File: config.mk
export PLATFORM = sky130hd
export DESIGN_NAME = button_conditioner
export DESIGN_NICKNAME = d
export VERILOG_FILES = /design/src/rtl/pong_pkg.sv /design/src/rtl/debounce_channel.sv /design/src/rtl/button_conditioner.sv
export SDC_FILE = /design/constraint.sdc
export NUM_CORES = 1
export LEC_CHECK = 0
export ABC_AREA = 0
export BUFFER_PORTS_ARGS = -buffer_cell sky130_fd_sc_hd__buf_2
export CORE_MARGIN = 5
export CORE_UTILIZATION = 66
export CTS_BUF_LIST = sky130_fd_sc_hd__clkbuf_16
export CTS_CLUSTER_SIZE = 30
export DETAILED_ROUTE_END_ITERATION = 8
export HOLD_SLACK_MARGIN = 0.03
export MAX_ROUTING_LAYER = met4
export PLACE_DENSITY = 0.9
export SLEW_MARGIN = 25
export SYNTH_ARGS = -nofsm -noshare
export SYNTH_HDL_FRONTEND = slang
export SYNTH_SLANG_ARGS = --single-unit
File: constraint.sdc
create_clock -name P_CLK -period 3.53 [get_ports P_CLK]
set_clock_uncertainty 0.2 [all_clocks]
set_input_delay 0.1765 -clock P_CLK [delete_from_list [all_inputs] [get_ports P_CLK]]
set_output_delay 0.1765 -clock P_CLK [all_outputs]
set_load 0.005 [all_outputs]
File: src/rtl/pong_pkg.sv
// Shared constants for the pong front end: button count, button bit indices, default debounce length.
// Pure declarations; no logic, no latency, no flow control.
package pong_pkg;

  localparam int N_BTN = 5;

  localparam int BTN_P1_UP = 0;
  localparam int BTN_P1_DN = 1;
  localparam int BTN_P2_UP = 2;
  localparam int BTN_P2_DN = 3;
  localparam int BTN_START = 4;

  // About 10 ms at a 33.3 MHz pixel clock.
  localparam int DEBOUNCE_CYCLES_DEF = 333_000;

endpackage

File: src/rtl/debounce_channel.sv
// One button: synchroniser, stability counter, debounced active-low level and registered press/release strobes.
// Level follows raw after SYNC_STAGES+DEBOUNCE_CYCLES-1 edges, strobes one edge later; no backpressure.
module debounce_channel
  import pong_pkg::*;
#(
  parameter int DEBOUNCE_CYCLES = DEBOUNCE_CYCLES_DEF,
  parameter int SYNC_STAGES     = 2
) (
  input  logic clk,
  input  logic rst_n,
  input  logic raw_n,
  output logic level_n,
  output logic press_stb,
  output logic release_stb
);

  localparam int CW = $clog2(DEBOUNCE_CYCLES);
  localparam logic [CW-1:0] CNT_MAX = CW'(DEBOUNCE_CYCLES - 1);

  logic [SYNC_STAGES-1:0] sync_q;
  logic                   sync;
  logic [CW-1:0]          cnt;
  logic                   level_d;

  assign sync = sync_q[SYNC_STAGES-1];

  always_ff @(posedge clk or negedge rst_n) begin
    if (!rst_n) begin
      sync_q <= '1;
    end else begin
      sync_q <= {sync_q[SYNC_STAGES-2:0], raw_n};
    end
  end

  // Any cycle of agreement restarts the count, so bounces never accumulate.
  always_ff @(posedge clk or negedge rst_n) begin
    if (!rst_n) begin
      cnt     <= '0;
      level_n <= 1'b1;
    end else if (sync == level_n) begin
      cnt <= '0;
    end else if (cnt == CNT_MAX) begin
      cnt     <= '0;
      level_n <= sync;
    end else begin
      cnt <= cnt + 1'b1;
    end
  end

  always_ff @(posedge clk or negedge rst_n) begin
    if (!rst_n) begin
      level_d     <= 1'b1;
      press_stb   <= 1'b0;
      release_stb <= 1'b0;
    end else begin
      level_d     <= level_n;
      press_stb   <= level_d & ~level_n;
      release_stb <= ~level_d & level_n;
    end
  end

endmodule

File: src/rtl/button_conditioner.sv
// Synchronises and debounces the five active-low board buttons, one independent channel per bit.
// Latency SYNC_STAGES+DEBOUNCE_CYCLES-1 edges to btn_n, strobes one edge later; no backpressure.
module button_conditioner
  import pong_pkg::*;
#(
  parameter int DEBOUNCE_CYCLES = DEBOUNCE_CYCLES_DEF,
  parameter int SYNC_STAGES     = 2
) (
  input  logic             P_CLK,
  input  logic             NRST,
  input  logic [N_BTN-1:0] btn_raw_n,
  output logic [N_BTN-1:0] btn_n,
  output logic [N_BTN-1:0] btn_press,
  output logic [N_BTN-1:0] btn_release
);

  for (genvar i = 0; i < N_BTN; i++) begin : g_chan
    debounce_channel #(
      .DEBOUNCE_CYCLES(DEBOUNCE_CYCLES),
      .SYNC_STAGES    (SYNC_STAGES)
    ) u_chan (
      .clk        (P_CLK),
      .rst_n      (NRST),
      .raw_n      (btn_raw_n[i]),
      .level_n    (btn_n[i]),
      .press_stb  (btn_press[i]),
      .release_stb(btn_release[i])
    );
  end

endmodule

==> impl_metrics.yaml <==
status:
  status: "finished, final reports clean"
pwr:
  p_leak_nw: 2.772
  power.density_nw_per_um2: 491.5
  power.total_mw: 3.250
  ir_worst_vdd_uv: 374.0
timing:
  rsz0062_at_grt: "no"
  maxSlewViolCount: 0
  worst_slew_margin_rel_pct: 35.28
  fmax_mhz: 411.2
  finalSetupViolations: 0
  layout_min_cycle_time_ps: 2432
  tightest_slew_ps: 967.6
  hold_viol: 0
  finalCritPeriodShare_pct: 68.89
  tns_ps: 0
  setup_ws_ps: 1098
  fin_hold_ws_ps: 150.8
floorplan:
  die_width_um: 104.5
  core_um2: 8721
  num_io_pins: 22
  num_rows: 34
  die_y_um: 104.5
  initial_core_util_pct: 67.65
  dieArea_um2: 10930
grt:
  grt_pass1_vias: 4220
  gr-usage-all-layers_pct: 22.98
  grt_start_max_net_pins: 70
  antenna_found_initial: 0
  grt_overflow_total: 0
  grt_pass1_wl_um: 20160
critical_path:
  crit_path_start_kind: "register"
  rr_worst_depth: 5
  worstPathArrival_ps: 2480
  critPathTopFamily: "simple AND/OR/NAND/NOR gates"
  critical_path_peak_fanout: 18
  rrSetupSlack_ps: 1100
  crit_chain: "ha_1 > nand2_1 > or4_1 > o21ai_2 > nor2_1"
  cpMaxStageDelayCell: "o21ai_2"
  cp_num_buf_inv: 0
  criticalPathCategory: "reg2reg"
  path_depth: 5
  crit_required_ps: 3580
  slowest_delay_ps: 610
  setup.worst_path.end_class: "register"
clock_tree:
  cts_tree: "built"
  clk_pin_slew_ps: 60
  cts_buffers: 17
  clock_latency_ps: 410
  cts_resized: 0
  cts_root_buffer: "clkbuf_16"
  clk_path_buf_depth: 2
  h-tree-depth: 4
  cts_sinks: 125
routing:
  route.layer.met1.wl_um: 4971
  drtIter0Drc: 324
  wl_um: 11630
  drtPass1Iterations: 5
  vias_per_cell: 6.110
  wl_met3_um: 552
  vias: 4338
  antenna_left: 0
  met2_length_um: 5851
  drc: 0
  highest_layer: "met4"
  wl_per_cell_um: 16.39
placed_design:
  portBuffers: 21
  dp_hpwl_um: 7199
  place_ws_ps: 1160
  gp_congestion: 0.8681
synth:
  synth_ff_type: "dfrtp_1"
  synth.net_count: 581
  yosysSeqAreaShare_pct: 53.45
  synth_warnings: 0
  syn_area_per_cell_um2: 10.37
  netlist_area_um2: 5899
  async_flop_share_pct: 100.0
  ys_ff_latch: 125
  post_synth_inst_count: 569
  synth_edf_count: 0
  yosys.cell_types.count: 46
worst_hold_path:
  worstHoldPathType: "reg2reg"
  hold_depth: 0
finish:
  final_common_cell: "dfrtp_1"
  fillers: 552
  final_util_pct: 75.84
  fin_nets: 601
  drive_above_1_share_pct: 13.79
  layout_common_cells: "dfrtp_1 (105), nor2_1 (94), xnor2_1 (44)"
  antenna_cells: 0
  area_growth_pct: 12.11
flow_run:
  cap_violations: 0
Yosys cell counts, types with 5 or more instances:
cell / number / share of area [%]
mux2_2: 5 / 0.95
nand2_1: 26 / 1.7
nand3_1: 42 / 3.6
and4_1: 6 / 0.89
o21ai_0: 14 / 1.2
nor4_1: 27 / 2.9
nor4b_1: 5 / 0.74
or3_1: 14 / 1.5
xor2_1: 28 / 4.2
nor3_1: 10 / 0.85
buf_4: 15 / 1.9
nor2_1: 94 / 6.0
ha_1: 5 / 1.1
buf_2: 6 / 0.51
inv_1: 12 / 0.76
and3_1: 8 / 0.85
xnor2_1: 44 / 6.5
dfrtp_1: 105 / 45
dfstp_2: 20 / 8.9
a21oi_1: 15 / 1.3
nor2b_1: 11 / 1.2
nand4_1: 18 / 1.9
registers in the layout, summed over array words and instances, names as in the netlist:
| register | count |
|---|---|
| g_chan.u_chan.cnt | 95 |
| g_chan.u_chan.sync_q | 10 |
| g_chan.u_chan.level_d | 5 |
| g_chan.u_chan.level_n | 5 |
| g_chan.u_chan.press_stb | 5 |
| g_chan.u_chan.release_stb | 5 |
worst paths after layout:
kind                                                  from                         end
worst min-delay path            g_chan[2].u_chan.sync_q[0]  g_chan[2].u_chan.sync_q[1]
max in group asynchronous                             NRST  g_chan[2].u_chan.sync_q[1]
worst min register to register  g_chan[2].u_chan.sync_q[0]  g_chan[2].u_chan.sync_q[1]
worst max-delay path               g_chan[0].u_chan.cnt[0]     g_chan[0].u_chan.cnt[4]
worst max register to register     g_chan[0].u_chan.cnt[0]     g_chan[0].u_chan.cnt[4]
min in group asynchronous                             NRST  g_chan[4].u_chan.press_stb
per-stage QoR:
stage               cell area [um^2]  cells
floorplan                       5899    569
detailed placement              5987    672
global placement                5987    672
finish                          6614    710
global route                    6614    710
CTS                             6614    710
report_power, final:
group / total, mW / internal, mW / switching [mW]
sequential: 1.48 / 1.46 / 0.0197
combinational: 0.0900 / 0.0286 / 0.0614
clock: 1.68 / 1.08 / 0.599
worst reg2reg max path, stage by stage (launching register included):
cell and delay [ps]:
dfrtp_1 390, ha_1 260, nand2_1 190, or4_1 500, o21ai_2 610, nor2_1 130
repair_timing:
item	4_1_cts	5_1_grt
setup buffers	0	0
hold buffers	6	0
endpoints found under the hold margin	49	0
area by class of cell:
| class | instances | area [um^2] | area share [%] |
|---|---|---|---|
| clock buffers | 17 | 425.4 | 6.432 |
| clock inverters | 15 | 141.4 | 2.138 |
| inverters | 12 | 45.04 | 0.6810 |
| multi-input cells | 403 | 2511 | 37.97 |
| flip-flops and latches | 125 | 3153 | 47.67 |
| well taps | 108 | 135.1 | 2.043 |
| repair buffers | 30 | 202.7 | 3.065 |
layer usage:
metal	vias up	GRT usage, %
met3	28	4.871
met1	2143	29.87
met4	0	8.048
met2	148	36.06
met5	-	-
li1	2019	-
kinds of logic after synthesis:
logic type               count (synthesis)  synth area share [%]
multiplexers                             8                 1.463
adder cells (fa/ha/maj)                  5                 1.060
flip-flops                             125                 53.45
XOR/XNOR                                72                 10.69
buffers and inverters                   41                 3.987
AO/OA/AOI/OAI                           38                 4.242
AND/OR/NAND/NOR                        280                 25.11
No activity file was read; power rests on OpenSTA's default activity.
